### src/rtl/dest_addr_pipe.sv
// Destination-address segment chain from EX through STAGES downstream stages, with per-stage
// bubble/flush and youngest-match lookup for forwarding. Define DEST_PIPE_CSR_EN to carry CSR destinations.
module dest_addr_pipe #(
    parameter int STAGES = 2,
    parameter int REG_W  = 5,
    parameter int CSR_W  = 12,
    parameter int SEL_W  = 2
) (
    input  logic                      clk,
    input  logic                      rst_n,
    input  logic [STAGES-1:0]         bubble,
    input  logic [STAGES-1:0]         flush,
    input  logic [REG_W-1:0]          reg_dest_ex,
    input  logic                      reg_we_ex,
    input  logic [CSR_W-1:0]          csr_dest_ex,
    input  logic                      csr_we_ex,
    output logic [STAGES*REG_W-1:0]   reg_dest_q,
    output logic [STAGES-1:0]         reg_we_q,
    output logic [STAGES*CSR_W-1:0]   csr_dest_q,
    output logic [STAGES-1:0]         csr_we_q,
    input  logic [REG_W-1:0]          rs1_ex,
    input  logic [REG_W-1:0]          rs2_ex,
    input  logic [CSR_W-1:0]          csr_src_ex,
    output logic                      rs1_hit,
    output logic                      rs2_hit,
    output logic                      csr_hit,
    output logic [SEL_W-1:0]          rs1_sel,
    output logic [SEL_W-1:0]          rs2_sel,
    output logic [SEL_W-1:0]          csr_sel
);

    logic [STAGES*REG_W-1:0] reg_src_s;
    logic [STAGES-1:0]       reg_we_src_s;
    logic [STAGES*REG_W-1:0] reg_dest_d;
    logic [STAGES-1:0]       reg_we_d;
    logic [STAGES-1:0]       rs1_match_s;
    logic [STAGES-1:0]       rs2_match_s;

    // Stage i loads from EX (i = 0) or from stage i-1; the top stage feeds nothing.
    if (STAGES > 1) begin : g_chain
        assign reg_src_s    = {reg_dest_q[(STAGES-1)*REG_W-1:0], reg_dest_ex};
        assign reg_we_src_s = {reg_we_q[STAGES-2:0], reg_we_ex};
    end else begin : g_single
        assign reg_src_s    = reg_dest_ex;
        assign reg_we_src_s = reg_we_ex;
    end

    // Next register-destination state: bubble holds, then flush clears, else load (x0 never writes).
    always_comb begin
        reg_dest_d = reg_dest_q;
        reg_we_d   = reg_we_q;
        for (int i = 0; i < STAGES; i++) begin
            if (bubble[i]) begin
                reg_dest_d[i*REG_W +: REG_W] = reg_dest_q[i*REG_W +: REG_W];
                reg_we_d[i]                  = reg_we_q[i];
            end else if (flush[i]) begin
                reg_dest_d[i*REG_W +: REG_W] = '0;
                reg_we_d[i]                  = 1'b0;
            end else begin
                reg_dest_d[i*REG_W +: REG_W] = reg_src_s[i*REG_W +: REG_W];
                reg_we_d[i]                  = reg_we_src_s[i] && (reg_src_s[i*REG_W +: REG_W] != '0);
            end
        end
    end

    // Register-destination segment flops.
    always_ff @(posedge clk or negedge rst_n) begin
        if (!rst_n) begin
            reg_dest_q <= '0;
            reg_we_q   <= '0;
        end else begin
            reg_dest_q <= reg_dest_d;
            reg_we_q   <= reg_we_d;
        end
    end

    // Register-source match; scanning downward leaves the lowest (youngest) matching stage selected.
    always_comb begin
        rs1_sel = '0;
        rs2_sel = '0;
        for (int i = 0; i < STAGES; i++) begin
            rs1_match_s[i] = reg_we_q[i] && (reg_dest_q[i*REG_W +: REG_W] == rs1_ex) && (rs1_ex != '0);
            rs2_match_s[i] = reg_we_q[i] && (reg_dest_q[i*REG_W +: REG_W] == rs2_ex) && (rs2_ex != '0);
        end
        for (int i = STAGES - 1; i >= 0; i--) begin
            rs1_sel = rs1_match_s[i] ? SEL_W'(i) : rs1_sel;
            rs2_sel = rs2_match_s[i] ? SEL_W'(i) : rs2_sel;
        end
        rs1_hit = |rs1_match_s;
        rs2_hit = |rs2_match_s;
    end

`ifdef DEST_PIPE_CSR_EN
    logic [STAGES*CSR_W-1:0] csr_src_s;
    logic [STAGES-1:0]       csr_we_src_s;
    logic [STAGES*CSR_W-1:0] csr_dest_d;
    logic [STAGES-1:0]       csr_we_d;
    logic [STAGES-1:0]       csr_match_s;

    if (STAGES > 1) begin : g_csr_chain
        assign csr_src_s    = {csr_dest_q[(STAGES-1)*CSR_W-1:0], csr_dest_ex};
        assign csr_we_src_s = {csr_we_q[STAGES-2:0], csr_we_ex};
    end else begin : g_csr_single
        assign csr_src_s    = csr_dest_ex;
        assign csr_we_src_s = csr_we_ex;
    end

    // Next CSR-destination state; CSR 0 is an ordinary address.
    always_comb begin
        csr_dest_d = csr_dest_q;
        csr_we_d   = csr_we_q;
        for (int i = 0; i < STAGES; i++) begin
            if (bubble[i]) begin
                csr_dest_d[i*CSR_W +: CSR_W] = csr_dest_q[i*CSR_W +: CSR_W];
                csr_we_d[i]                  = csr_we_q[i];
            end else if (flush[i]) begin
                csr_dest_d[i*CSR_W +: CSR_W] = '0;
                csr_we_d[i]                  = 1'b0;
            end else begin
                csr_dest_d[i*CSR_W +: CSR_W] = csr_src_s[i*CSR_W +: CSR_W];
                csr_we_d[i]                  = csr_we_src_s[i];
            end
        end
    end

    // CSR-destination segment flops.
    always_ff @(posedge clk or negedge rst_n) begin
        if (!rst_n) begin
            csr_dest_q <= '0;
            csr_we_q   <= '0;
        end else begin
            csr_dest_q <= csr_dest_d;
            csr_we_q   <= csr_we_d;
        end
    end

    // CSR-source match with youngest-stage priority.
    always_comb begin
        csr_sel = '0;
        for (int i = 0; i < STAGES; i++) begin
            csr_match_s[i] = csr_we_q[i] && (csr_dest_q[i*CSR_W +: CSR_W] == csr_src_ex);
        end
        for (int i = STAGES - 1; i >= 0; i--) begin
            csr_sel = csr_match_s[i] ? SEL_W'(i) : csr_sel;
        end
        csr_hit = |csr_match_s;
    end
`else
    logic unused_csr_s;
    assign unused_csr_s = ^{csr_dest_ex, csr_we_ex, csr_src_ex};
    assign csr_dest_q   = '0;
    assign csr_we_q     = '0;
    assign csr_hit      = 1'b0;
    assign csr_sel      = '0;
`endif

endmodule

### config.mk
export PLATFORM = sky130hd
export DESIGN_NAME = dest_addr_pipe
export DESIGN_NICKNAME = d
export VERILOG_FILES = /design/src/rtl/dest_addr_pipe.sv
export SDC_FILE = /design/constraint.sdc
export NUM_CORES = 1
export LEC_CHECK = 0
export ABC_AREA = 1
export ABC_CLOCK_PERIOD_IN_PS = 2400
export CAP_MARGIN = 20
export CORE_MARGIN = 2
export CORE_UTILIZATION = 37
export CTS_BUF_LIST = sky130_fd_sc_hd__clkbuf_8
export CTS_CLUSTER_DIAMETER = 50
export DETAILED_ROUTE_END_ITERATION = 10
export GPL_TIMING_DRIVEN = 0
export HOLD_SLACK_MARGIN = 0.03
export PLACE_DENSITY = 0.92
export SLEW_MARGIN = 20
export SYNTH_ARGS = -nofsm -noshare
export SYNTH_HDL_FRONTEND = slang
export SYNTH_SLANG_ARGS = --single-unit
### constraint.sdc
create_clock -name clk -period 2.4 [get_ports clk]
set_input_delay 0.48 -clock clk [delete_from_list [all_inputs] [get_ports clk]]
set_output_delay 0.48 -clock clk [all_outputs]
set_load 0.005 [all_outputs]
==> results of run 1 <==
sequential cells by signal (all words and copies together) (netlist names):
register and cells:
reg_dest_q 10, reg_we_q 2
power breakdown:
group / switching, uW / total, uW / internal, uW
Combinational: 110 / 229 / 119
Clock: 66.4 / 176 / 110
Sequential: 19.0 / 237 / 218
worst paths after layout:
| path | from | end | slack (ns) | depth (start not counted) |
|---|---|---|---|---|
| min in group asynchronous | rst_n | reg_dest_q[5] | 0.59 | 1 |
| setup reg to reg | reg_dest_q[4] | reg_we_q[1] | 1.47 | 4 |
| setup / recovery | rs1_ex[2] | rs1_sel[0] | 0.13 | 9 |
| max in group asynchronous | rst_n | reg_dest_q[2] | 1.46 | 1 |
| hold reg to reg | reg_we_q[0] | reg_we_q[0] | 0.57 | 2 |
| hold / removal | reg_we_q[0] | reg_we_q[0] | 0.57 | 2 |
area by class of cell:
type | count | area, um2 | area share, %
buffer | 31 | 233 | 13.4
clock buffer | 3 | 41.3 | 2.37
inverter | 33 | 124 | 7.12
multi-input combinational | 151 | 629 | 36.2
sequential | 12 | 300 | 17.3
tap | 44 | 55.1 | 3.17
timing repair buffer | 37 | 357 | 20.5
logic make-up (layout without fill, tap and decap cells):
family,count (synthesis),count (layout),synth area share (%)
compound gates,13,13,6.30
buf+inv,64,104,30.4
other cells,1,31,0.320
simple gates,107,107,37.3
flops,12,12,25.6
worst reg2reg max path: stages, from the launching register on:
cell and delay [ns]:
dfrtp_1 0.43, inv_2 0.13, nand4_1 0.11, nand3_1 0.07, o21ai_0 0.07
cell usage in the layout, fill, tap and decap left out:
master,Yosys,final
o21ai_0,4,4
a21oi_1,2,2
dfrtp_1,12,12
clkdlybuf4s50_1,0,26
nand2_1,71,71
o22ai_1,7,7
nor2_1,16,15
buf_4,31,31
dlygate4sd2_1,0,11
clkbuf_8,0,3
inv_1,23,22
nor2_2,7,8
nor3_1,1,1
nand4_1,1,1
nand3_1,11,11
inv_2,10,11
conb_1,1,31
synthesized netlist by cell type:
master   number  area (um2)
nor3_1        1        5.00
inv_1        23        86.3
inv_2        10        37.5
conb_1        1        3.75
buf_4        31         233
nor2_2        7        43.8
nor2_1       16        60.1
nand2_1      71         267
nand3_1      11        55.1
o22ai_1       7        43.8
nand4_1       1        6.26
dfrtp_1      12         300
a21oi_1       2        10.0
o21ai_0       4        20.0
repair_timing:
| item | CTS | global route |
|---|---|---|
| resized for setup | 13 | 0 |
| hold buffers | 0 | 0 |
| setup endpoints to repair | 4 | 0 |
metrics by stage:
stage | worst slack [ns] | hold WS [ns] | area, um2 | utilization [%]
global placement | -0.102 | 0.549 | 1710 | 56.4
detailed placement | -0.118 | 0.558 | 1710 | 56.4
CTS | 0.129 | 0.573 | 1740 | 57.4
finish | 0.135 | 0.573 | 1740 | 57.4
global route | 0.00793 | 0.629 | 1740 | 57.4
floorplan | 0.986 | 0.184 | 1280 | -
metal layers:
metal | track usage (%) | vias up | share of wire (%)
met4 | 9.21 | 0 | 2.0
met3 | 3.03 | 7 | 6.9
met2 | 32.8 | 49 | 53
met1 | 17.7 | 526 | 38
li1 | - | 674 | -
met5 | 0 | - | 0
==> impl_metrics.yaml, run 1 <==
yosys:
  netlist_area_um2: 1170
  postSynthAreaPerCell_um2: 5.94
  synth-seq-area-share_pct: 25.6
  ys_seq_elements: 12
  synth_cell_types: 14
  ys_warn_count: 0
  netlist_instances: 197
clocking:
  max-clock-path-buffers: 2
  cts_tree: "built"
  htreeDepth: 1
  cts_setup_buffers: 0
  cts_sinks: 12
  numCtsBuffers: 3
  path_clk_slew_ns: 0.05
  cts-root-buf: "clkbuf_8"
  clock_latency_ns: 0.24
setup_path:
  critPathMaxStageDelay_ns: 0.50
  crit_fanout: 4
  worst_setup_path_start_kind: "primary input"
  critPathRequiredTime_ns: 1.92
  cp.arrival_ns: 1.79
  worst-setup-path-type: "primary input to primary output"
  critPathBufInv: 3
  slowest_stage: "clkdlybuf4s50_1"
  crit_chain: "dlygate4sd2_1 -> inv_1 -> nand2_1 -> nand2_1 -> nand2_1 -> nor2_2 -> nand2_1 -> nor2_1 -> clkdlybuf4s50_1"
  timing.critical_path.mode_cell: "nand2_1"
  end_kind: "primary output"
  crit_family: "buffers and inverters"
routing:
  via_per_inst: 4.04
  vias: 1256
  drt_wl_total_um: 2810
  wl_per_cell_um: 9.05
  dr.pass1.iters: 4
  route.detailed.drc: 0
  drtAntennaViolNets: 0
  drt_iter0_drc: 10
layout:
  nets: 316
  final_cell_count_no_fill: 311
  diodes: 0
  drive_gt1_share_pct: 19.9
  syn2layout_area_growth_pct: 48.5
  fillers: 297
timing:
  worstMarginPinSlew_ns: 0.520
  fmax_mhz: 441
  rsz0062_at_grt: "no"
  setup_tns_ns: 0
  min_period_over_period_pct: 94.4
  fin_crit_ns: 2.27
  drv_slew: 0
  skew_ns: 0.00142
  slew_headroom_pct: 65.2
  setup_viol: 0
  hold_viol: 0
floorplan:
  die_area_um2: 3630
  die_x_um: 60.3
  dieHeight_um: 60.3
  initial_core_util_pct: 38.7
  io_pins: 94
  rows: 20
  core_um2: 3030
placement:
  post-dp-hpwl_um: 2500
  io_buffers: 37
  gp_congestion: 0.874
  dp_cells: 308
hold_path:
  holdCritPathClass: "flop to flop"
global_route:
  grt_max_degree: 13
  first_global_vias: 1140
  grt-ovfl-total: 0
  grt_use_total_pct: 17.3
  grt_antenna_before_repair: 0
  grt_first_pass_wirelength_um: 4710
outcome:
  status: "complete, no violations"
power:
  powerDensity_nw_per_um2: 369
  cellLeakagePower_uw: 0.00102
  vdd_drop_max_uv: 304
  total_power_uw: 642
job:
  max_cap_violations: 0
Note: power is estimated with default switching activity, not from simulation.
==> inputs of run 2 (changes only) <==
ABC_CLOCK_PERIOD_IN_PS = default   (was 2400)
RECOVER_POWER = 50   (was default)
==> impl_metrics.yaml, run 2 (same netlist as run 1, synthesis figures left out) <==
placement:
  gp_congestion: 0.874
  post-dp-hpwl_um: 2500
  place_area_um2: 1710
  io_buffers: 37
floorplan:
  initial_core_util_pct: 38.7
  core_um2: 3030
  die_x_um: 60.3
  io_pins: 94
  dieHeight_um: 60.3
  rows: 20
  die_area_um2: 3630
routing:
  dr.pass1.iters: 4
  via_per_inst: 4.04
  wl_per_cell_um: 9.05
  drt_iter0_drc: 10
  drtAntennaViolNets: 0
  drt_wl_total_um: 2810
  vias: 1256
  route.detailed.drc: 0
setup_path:
  critPathBufInv: 3
  cp.arrival_ns: 1.79
  crit_chain: "dlygate4sd2_1 -> inv_1 -> nand2_1 -> nand2_1 -> nand2_1 -> nor2_2 -> nand2_1 -> nor2_1 -> clkdlybuf4s50_1"
  worst-setup-path-type: "primary input to primary output"
  critPathRequiredTime_ns: 1.92
  timing.critical_path.mode_cell: "nand2_1"
  r2r_end: "reg_we_q[1]"
  rr_worst_depth: 4
  r2r_start: "reg_dest_q[4]"
  worst_setup_path_start_kind: "primary input"
  critPathMaxStageDelay_ns: 0.50
  crit_family: "buffers and inverters"
  crit_fanout: 4
  end_kind: "primary output"
  reg2reg_slack_ns: 1.47
  slowest_stage: "clkdlybuf4s50_1"
timing:
  drv_slew: 0
  min_period_over_period_pct: 94.4
  fmax_mhz: 441
  skew_ns: 0.00142
  worstMarginPinSlew_ns: 0.525
  slew_headroom_pct: 64.9
  setup_viol: 0
  hold_viol: 0
  fin_crit_ns: 2.27
  rsz0062_at_grt: "no"
layout:
  final_util_pct: 57.4
  final_common_cell: "nand2_1"
  nets: 316
  final_cell_mix: "nand2_1, buf_4, conb_1"
  largest_reg_flops: 10
  syn2layout_area_growth_pct: 48.5
  largest_register: "reg_dest_q"
  diodes: 0
  drive_gt1_share_pct: 19.9
  stdcell_area_um2: 1740
  top_regs: "reg_dest_q: 10 flops, reg_we_q: 2 flops"
  fillers: 297
power:
  cellLeakagePower_uw: 0.00102
  vdd_drop_max_uv: 303
  powerDensity_nw_per_um2: 369
job:
  max_cap_violations: 0
clocking:
  cts_sinks: 12
  postCtsHoldBufs: 0
  max-clock-path-buffers: 2
  clock_latency_ns: 0.24
  cts_setup_buffers: 0
  numCtsBuffers: 3
  cts-root-buf: "clkbuf_8"
  path_clk_slew_ns: 0.05
  htreeDepth: 1
  cts_tree: "built"
  cts_resized: 13
hold_path:
  whs_endpoint: "reg_we_q[0]"
  hold_path_startpoint: "reg_we_q[0]"
  holdCritPathClass: "flop to flop"
  holdPathStages: 2
global_route:
  grt_max_degree: 13
  grt_first_pass_wirelength_um: 4710
  grt_antenna_before_repair: 0
  grt-ovfl-total: 0
  grt_use_total_pct: 17.3
  first_global_vias: 1140
outcome:
  status: "complete, no violations"
run 2: changes by cell type in the layout (fill, tap and decap cells not counted), sizes merged:
cell           delta
clkdlybuf4s50     -3
dlygate4sd3       +3
run 2: through the flow:
stage               setup TNS [ns]  total power [uW]  setup slack (ns)  std cells  hold slack (ns)
floorplan                        0               372             0.986        227            0.184
global placement            -0.354               467            -0.102        308            0.549
detailed placement          -0.393               472            -0.118        308            0.558
CTS                              0               648             0.129        311            0.573
global route                     0               686           0.00793        311            0.629
finish                           0               641             0.135        311            0.573
run 2: per-layer routing:
| layer | global-route usage, % | routed length [um] | vias up |
|---|---|---|---|
| met3 | 3.03 | 195 | 7 |
| li1 | - | - | 674 |
| met1 | 17.7 | 1060 | 526 |
| met4 | 9.21 | 55 | 0 |
| met5 | 0 | 0 | - |
| met2 | 32.8 | 1500 | 49 |
run 2: how the worst max path moves through the flow:
stage                    from    endpoint  slack, ns  cells after the start
finish              rs1_ex[2]  rs1_sel[0]       0.13                      9
detailed placement  rs2_ex[3]  rs2_sel[0]      -0.12                      8
floorplan           rs2_ex[4]  rs2_sel[0]       0.99                      7
global route        rs1_ex[2]  rs1_sel[0]      0.008                      8
global placement    rs2_ex[3]  rs2_sel[0]      -0.10                      8
CTS                 rs1_ex[2]  rs1_sel[0]       0.13                      9
run 2: tightest hold or removal path, delay by kind of cell (launching register included):
kind / cells / cell delay, ns
AND/OR/NAND/NOR: 2 / 0.12
flip-flops: 1 / 0.42
run 2: area by class of cell:
type | count | area, um2 | share of cell area (%)
Buffer | 31 | 233 | 13.4
Clock buffer | 3 | 41.3 | 2.37
Tap cell | 44 | 55.1 | 3.17
Inverter | 33 | 124 | 7.12
Timing Repair Buffer | 37 | 357 | 20.5
Multi-Input combinational cell | 151 | 629 | 36.2
Sequential cell | 12 | 300 | 17.3
run 2: where the power goes:
| group | total [uW] | switching [uW] | internal [uW] |
|---|---|---|---|
| Clock | 176 | 66.4 | 110 |
| Combinational | 228 | 110 | 118 |
| Sequential | 237 | 19.0 | 218 |
